[config.mk]
export PLATFORM = sky130hd
export DESIGN_NAME = geom_seq_ctrl
export DESIGN_NICKNAME = d
export VERILOG_FILES = /design/src/rtl/geom_seq_ctrl.sv
export SDC_FILE = /design/constraint.sdc
export NUM_CORES = 1
export LEC_CHECK = 0
export CORE_ASPECT_RATIO = 0.8
export CORE_MARGIN = 5
export CORE_UTILIZATION = 56
export CTS_CLUSTER_SIZE = 40
export DETAILED_ROUTE_END_ITERATION = 16
export GPL_ROUTABILITY_DRIVEN = 0
export GPL_TIMING_DRIVEN = 0
export PLACE_DENSITY_LB_ADDON = 0.1
export REMOVE_ABC_BUFFERS = 1
export SYNTH_ARGS = -nofsm -noshare
export SYNTH_HDL_FRONTEND = slang
export SYNTH_SLANG_ARGS = --single-unit
[constraint.sdc]
create_clock -name clk -period 3 [get_ports clk]
set_input_delay 0.3 -clock clk [delete_from_list [all_inputs] [get_ports clk]]
set_output_delay 0.3 -clock clk [all_outputs]
set_load 0.02 [all_outputs]
[src/rtl/geom_seq_ctrl.sv]
// Sequencer for the geometric-progression value register: clear, load 1, then
// multiply by FACTOR once per INTERVAL cycles for STEPS steps, then end the run.
module geom_seq_ctrl #(
    parameter int WIDTH    = 8,
    parameter int INTERVAL = 100,
    parameter int STEPS    = 6,
    parameter int FACTOR   = 3,
    parameter int SW       = (STEPS > 0) ? $clog2(STEPS + 1) : 1
) (
    input  logic             clk,
    input  logic             rst_n,
    input  logic             start,
    input  logic             abort,
    output logic [WIDTH-1:0] value,
    output logic             value_valid,
    output logic [SW-1:0]    step_idx,
    output logic             busy,
    output logic             done,
    output logic             overflow
);

    localparam int CW = (INTERVAL > 1) ? $clog2(INTERVAL) : 1;
    localparam int PW = WIDTH + 32;
    localparam logic [CW-1:0] RELOAD = CW'(INTERVAL - 1);

    typedef enum logic [2:0] {IDLE, LOAD, MUL, TAIL, DONE} state_t;

    state_t            state_q, state_d;
    logic [CW-1:0]     cnt_q, cnt_d;
    logic [WIDTH-1:0]  value_q, value_d;
    logic              valid_q, valid_d;
    logic [SW-1:0]     step_q, step_d;
    logic              busy_q, busy_d;
    logic              done_q, done_d;
    logic              ovf_q, ovf_d;
    logic [PW-1:0]     prod;
    logic              tick;

    // Product kept wide so any carry out of the value width flags overflow.
    assign prod = PW'(value_q) * PW'(FACTOR);
    assign tick = (cnt_q == '0);

    always_comb begin
        state_d = state_q;
        cnt_d   = cnt_q;
        value_d = value_q;
        valid_d = 1'b0;
        step_d  = step_q;
        busy_d  = busy_q;
        done_d  = 1'b0;
        ovf_d   = ovf_q;
        case (state_q)
            IDLE: begin
                if (start && !abort) begin
                    value_d = '0;
                    valid_d = 1'b1;
                    ovf_d   = 1'b0;
                    step_d  = '0;
                    busy_d  = 1'b1;
                    cnt_d   = RELOAD;
                    state_d = LOAD;
                end
            end
            DONE: state_d = IDLE;
            default: begin
                if (abort) begin
                    state_d = IDLE;
                    busy_d  = 1'b0;
                end else if (!tick) begin
                    cnt_d = cnt_q - 1'b1;
                end else begin
                    cnt_d = RELOAD;
                    case (state_q)
                        LOAD: begin
                            value_d = WIDTH'(1);
                            valid_d = 1'b1;
                            state_d = (STEPS == 0) ? TAIL : MUL;
                        end
                        MUL: begin
                            value_d = prod[WIDTH-1:0];
                            valid_d = 1'b1;
                            step_d  = step_q + 1'b1;
                            if (|prod[PW-1:WIDTH]) ovf_d = 1'b1;
                            if (step_d == SW'(STEPS)) state_d = TAIL;
                        end
                        TAIL: begin
                            done_d  = 1'b1;
                            busy_d  = 1'b0;
                            state_d = DONE;
                        end
                        default: ;
                    endcase
                end
            end
        endcase
    end

    always_ff @(posedge clk or negedge rst_n) begin
        if (!rst_n) begin
            state_q <= IDLE;
            cnt_q   <= '0;
            value_q <= '0;
            valid_q <= 1'b0;
            step_q  <= '0;
            busy_q  <= 1'b0;
            done_q  <= 1'b0;
            ovf_q   <= 1'b0;
        end else begin
            state_q <= state_d;
            cnt_q   <= cnt_d;
            value_q <= value_d;
            valid_q <= valid_d;
            step_q  <= step_d;
            busy_q  <= busy_d;
            done_q  <= done_d;
            ovf_q   <= ovf_d;
        end
    end

    assign value       = value_q;
    assign value_valid = valid_q;
    assign step_idx    = step_q;
    assign busy        = busy_q;
    assign done        = done_q;
    assign overflow    = ovf_q;

endmodule

==> results.txt <==
Counting flops and latches in the post-synthesis netlist gives 25. The placed wire-length estimate after detailed placement is 2614 microns. The run gives 0 as the residual overflow from global routing. The run gives 1 as the number of levels in the clock H-tree.

Static timing analysis puts the maximum clock frequency at 438.9 MHz. The run finished with clean final reports. The critical path is of the reg -> reg type.

The fraction of final layout cells with drive strength greater than 1 was 0.03684. In this run, CTS created clock tree buffers numbering 3. Remaining antenna violation count: 0. The synthesized area per cell is 9.294 sq um.

Commonest register cell after synthesis: sky130_fd_sc_hd__dfrtp_1. The highest-delay cell along the critical path was sky130_fd_sc_hd__o41a_1. 19 I/O pins were placed.

Clock network fraction of total power: 0.103. The average wire per cell in the routed design came out at 14.90 microns. In this run the worst path has a maximum fanout of 14. The number of global-route vias before repair is 1341, and the proportion of total power due to net switching is 0.4445. The via density per instance came out at 5.882.

The delay contributed by the slowest stage of the critical path works out to 0.56 ns. Setup repair after global routing left no endpoint under its margin. TritonCTS built the clock tree. The async set-reset flop share out of synthesis was 1.000; the total negative slack for setup checks was 0 ns. Measured along the y axis, the die boundary spans 57.93 microns. For the number of failing hold endpoints at the final stage, the log shows 0.

Yosys printed 0 warnings. For the number of nets in the final layout, the log shows 208. The portion of synthesized cell area occupied by the leading cell type came out at 0.3891.

For the number of vias in the routed layout, the log shows 1341. Walking the worst path, the cells encountered are inv_1 > ha_1 > nor3b_4 > a41oi_1 > o41a_1 > o41ai_1. The count of pins over their slew limit was 0; the number of cells traversed by the worst hold path was 2. The path class of the tightest hold or removal check is reg -> reg.

The maximum buffer depth of the clock tree is 2, and the number of gates resized after cts is 0. After clock tree synthesis, the clock-pin slew on the worst setup and hold paths is 0.13 ns. After detailed routing, the total wire length is 3398 microns. The core region is 0.002765 sq mm. The launching instance or port of the critical path is cnt_q[0]$_DFFE_PN0P_. The number of distinct library cells after synthesis was 40. Ranked by total cell area, the synthesized netlist is headed by sky130_fd_sc_hd__dfrtp_1 (39%), sky130_fd_sc_hd__ha_1 (9.3%), sky130_fd_sc_hd__nand2_1 (5.1%). Across the run, the number of max-cap violations was 0. In this run, synthesis inferred 0 flip-flops with an integrated enable. The sequential element share of the synthesized area was 0.3891. STA puts the critical path data required time at 3.22 ns.

Sum of routed wire segments on met1: 1635 microns. Summed over all nets, wire length on met2 after detailed routing comes to 1482 microns. The cell area that synthesis handed to floorplanning was 0.001608 sq mm. The tools report the part of the power in registers as 0.411. The root buffer cell chosen for the clock tree is sky130_fd_sc_hd__clkbuf_4. In the routed design, unresolved DRC markers number 0. Most used standard cell by instance count after synthesis: sky130_fd_sc_hd__dfrtp_1. The worst register-to-register path begins at cnt_q[0]$_DFFE_PN0P_. Sorting the synthesized cells by how often they occur yields sky130_fd_sc_hd__dfrtp_1 (25), sky130_fd_sc_hd__nand2_1 (22), sky130_fd_sc_hd__nor2_1 (13). Once the clock tree was built, the setup fixing pass inserted 0 buffers. The run gives 25 as the number of clock sinks seen by CTS. The run gives 0.5814 as the effective utilization at floorplan.

The worst path in the final design needs a cycle of 2.279 ns, including I/O delays and setup. For the total iterations of the first detailed-routing run, the log shows 4. The repair_antennas step left the layout with diodes totalling 0.

The share of power burned in combinational logic came out at 0.485. The actual transition at the worst max-transition pin is 1.083 ns, and the arrival time at the worst endpoint is 2.50 ns. In this run the core area contains 17 standard-cell rows.

For this design the ratio of total power to cell area is 763.7 mW/mm^2. The maximum number of pins on one net before global-route repair is 26, and the count of mapped cells out of synthesis is 173. The run gives 0.01000 ns as the worst clock skew. From synthesis to final layout, the design area changed by 14.48%. The tools report the startpoint type of the worst setup path as a flip-flop. In this run, post-CTS hold repair placed 0 buffers. The routed design uses 247 microns of met3 wire. The kind of cell with the highest combined delay along the critical path is compound AO/OA/AOI/OAI gates.

The global-route wire length before repair is 6210 microns. In this run the static leakage power is 0.8417 nW. The critical hold path startpoint is busy$_DFFE_PN0P_. The combined buffer and inverter count along the critical path is 1. The tools report the overall track demand over capacity in global routing as 0.1862.

The die covers 0.004049 sq mm. The die outline width was 69.91 microns. The number of cells on the worst reg-to-reg path is 6.

The share of the cycle needed by the critical path after routing came out at 0.7595. The worst relative slew slack was 0.2754. The run gives 0.31 ns as the clock latency at the later pin of the worst-skew pair. The worst setup path is captured at a flip-flop.

The number of port buffers is 18. Summed over all nets, the switching power comes to 0.6248 mW. Setup violations remaining at the end of the flow were counted as 0.

Internal power comes to 0.7808 mW. Number of logic stages on the critical path including buffering: 6. The biggest area consumer among synthesized cells is sky130_fd_sc_hd__dfrtp_1. The number of inserted filler cells in the final layout is 231. The total power consumption of the routed design was 1.406 mW. The highest layer touched by signal routing is met4. The number of violations reported at the end of detailed-routing iteration 0 is 120, and the number of antenna violations at the first check in global routing is 0. The worst-case IR drop observed on VDD is 0.3881 mV.
[per-layer routing]
layer / global-route usage / up-vias
met4: 0.03825 / 0
met5: 0 / -
met2: 0.2894 / 49
li1: - / 666
met3: 0.05026 / 4
met1: 0.2630 / 622
[registers in the layout, summed over array words and instances, names as in the netlist]
| register | cells |
|---|---|
| step_idx | 3 |
| overflow | 1 |
| cnt_q | 7 |
| value_valid | 1 |
| value | 8 |
| state_q | 3 |
| done | 1 |
| busy | 1 |
[worst min-delay path: cells and delay by family, from the launching register on]
family / cells / cell delay [ns]
flip-flops: 1 / 0.37
AND/OR/NAND/NOR: 1 / 0.09
AO/OA/AOI/OAI: 1 / 0.05
[power by group through the flow]
| stage | clock [mW] | sequential (mW) | combinational [mW] |
|---|---|---|---|
| detailed placement | 0 | 0.582 | 0.681 |
| CTS | 0.155 | 0.577 | 0.683 |
| finish | 0.145 | 0.578 | 0.682 |
| global route | 0.170 | 0.604 | 0.767 |
| global placement | 0 | 0.575 | 0.657 |
| floorplan | 0 | 0.607 | 0.416 |
[metrics by stage]
stage	instance area, sq um	setup WS, ns	std cells	hold WS (ns)	utilization
after global routing	1841	0.5108	228	0.6021	0.6656
after CTS	1841	0.7376	228	0.5377	0.6656
final	1841	0.7214	228	0.5349	0.6656
after floorplan	1587	0.9908	168	0.004409	-
after detailed placement	1814	0.6051	224	0.5054	0.6561
after global placement	1814	0.6753	224	0.4960	0.6561
[cell families (layout without fill, tap and decap cells)]
family	Yosys count	in the layout	share of synthesized area
buffers and inverters	14	31	0.03424
muxes	2	2	0.01245
AOI/OAI and AO/OA	50	50	0.2140
DFF	25	25	0.3891
xor gates and xnor gates	11	11	0.05992
adders and majority gates	13	13	0.1058
and+or+nand+nor	58	58	0.1844
[cell usage in the layout, fill, tap and decap left out, types with 2 or more instances in the layout]
cell type	Yosys	layout
sky130_fd_sc_hd__or3_1	2	2
sky130_fd_sc_hd__a211oi_1	4	4
sky130_fd_sc_hd__a31oi_1	4	4
sky130_fd_sc_hd__ha_1	12	12
sky130_fd_sc_hd__a21oi_1	8	8
sky130_fd_sc_hd__o31ai_1	3	3
sky130_fd_sc_hd__a21o_1	5	5
sky130_fd_sc_hd__nand2_1	22	22
sky130_fd_sc_hd__dfrtp_1	25	25
sky130_fd_sc_hd__nand3b_1	2	2
sky130_fd_sc_hd__nor3_1	4	4
sky130_fd_sc_hd__xor2_1	6	6
sky130_fd_sc_hd__o21ai_0	12	12
sky130_fd_sc_hd__xnor2_1	5	5
sky130_fd_sc_hd__inv_1	9	9
sky130_fd_sc_hd__clkdlybuf4s50_1	0	18
sky130_fd_sc_hd__clkbuf_4	0	3
sky130_fd_sc_hd__mux2i_1	2	2
sky130_fd_sc_hd__nand2b_1	3	3
sky130_fd_sc_hd__a22o_1	2	2
sky130_fd_sc_hd__nor2_1	13	13
sky130_fd_sc_hd__nor4_1	3	3
sky130_fd_sc_hd__nand3_1	2	2
sky130_fd_sc_hd__o21bai_1	3	3
sky130_fd_sc_hd__nand4_1	2	2
[final cells by class]
cell class | count | area [sq um] | share of cell area
sequential | 25 | 625.6 | 0.3399
inverter | 9 | 33.78 | 0.01835
timing repair buffer | 18 | 180.2 | 0.09789
clock buffer | 4 | 26.28 | 0.01428
multi-input combinational | 134 | 927.1 | 0.5037
tap | 38 | 47.55 | 0.02583
[worst paths after layout]
| kind | end | slack, ns |
|---|---|---|
| setup / recovery | value[4]$_DFFE_PN0P_ | 0.72 |
| hold / removal | busy$_DFFE_PN0P_ | 0.53 |
| setup reg to reg | value[4]$_DFFE_PN0P_ | 0.72 |
| hold reg to reg | busy$_DFFE_PN0P_ | 0.53 |
| max in group asynchronous | step_idx[0]$_DFFE_PN0P_ | 1.79 |
| min in group asynchronous | done$_DFF_PN0_ | 0.56 |
No activity file was read; power rests on OpenSTA's default activity.
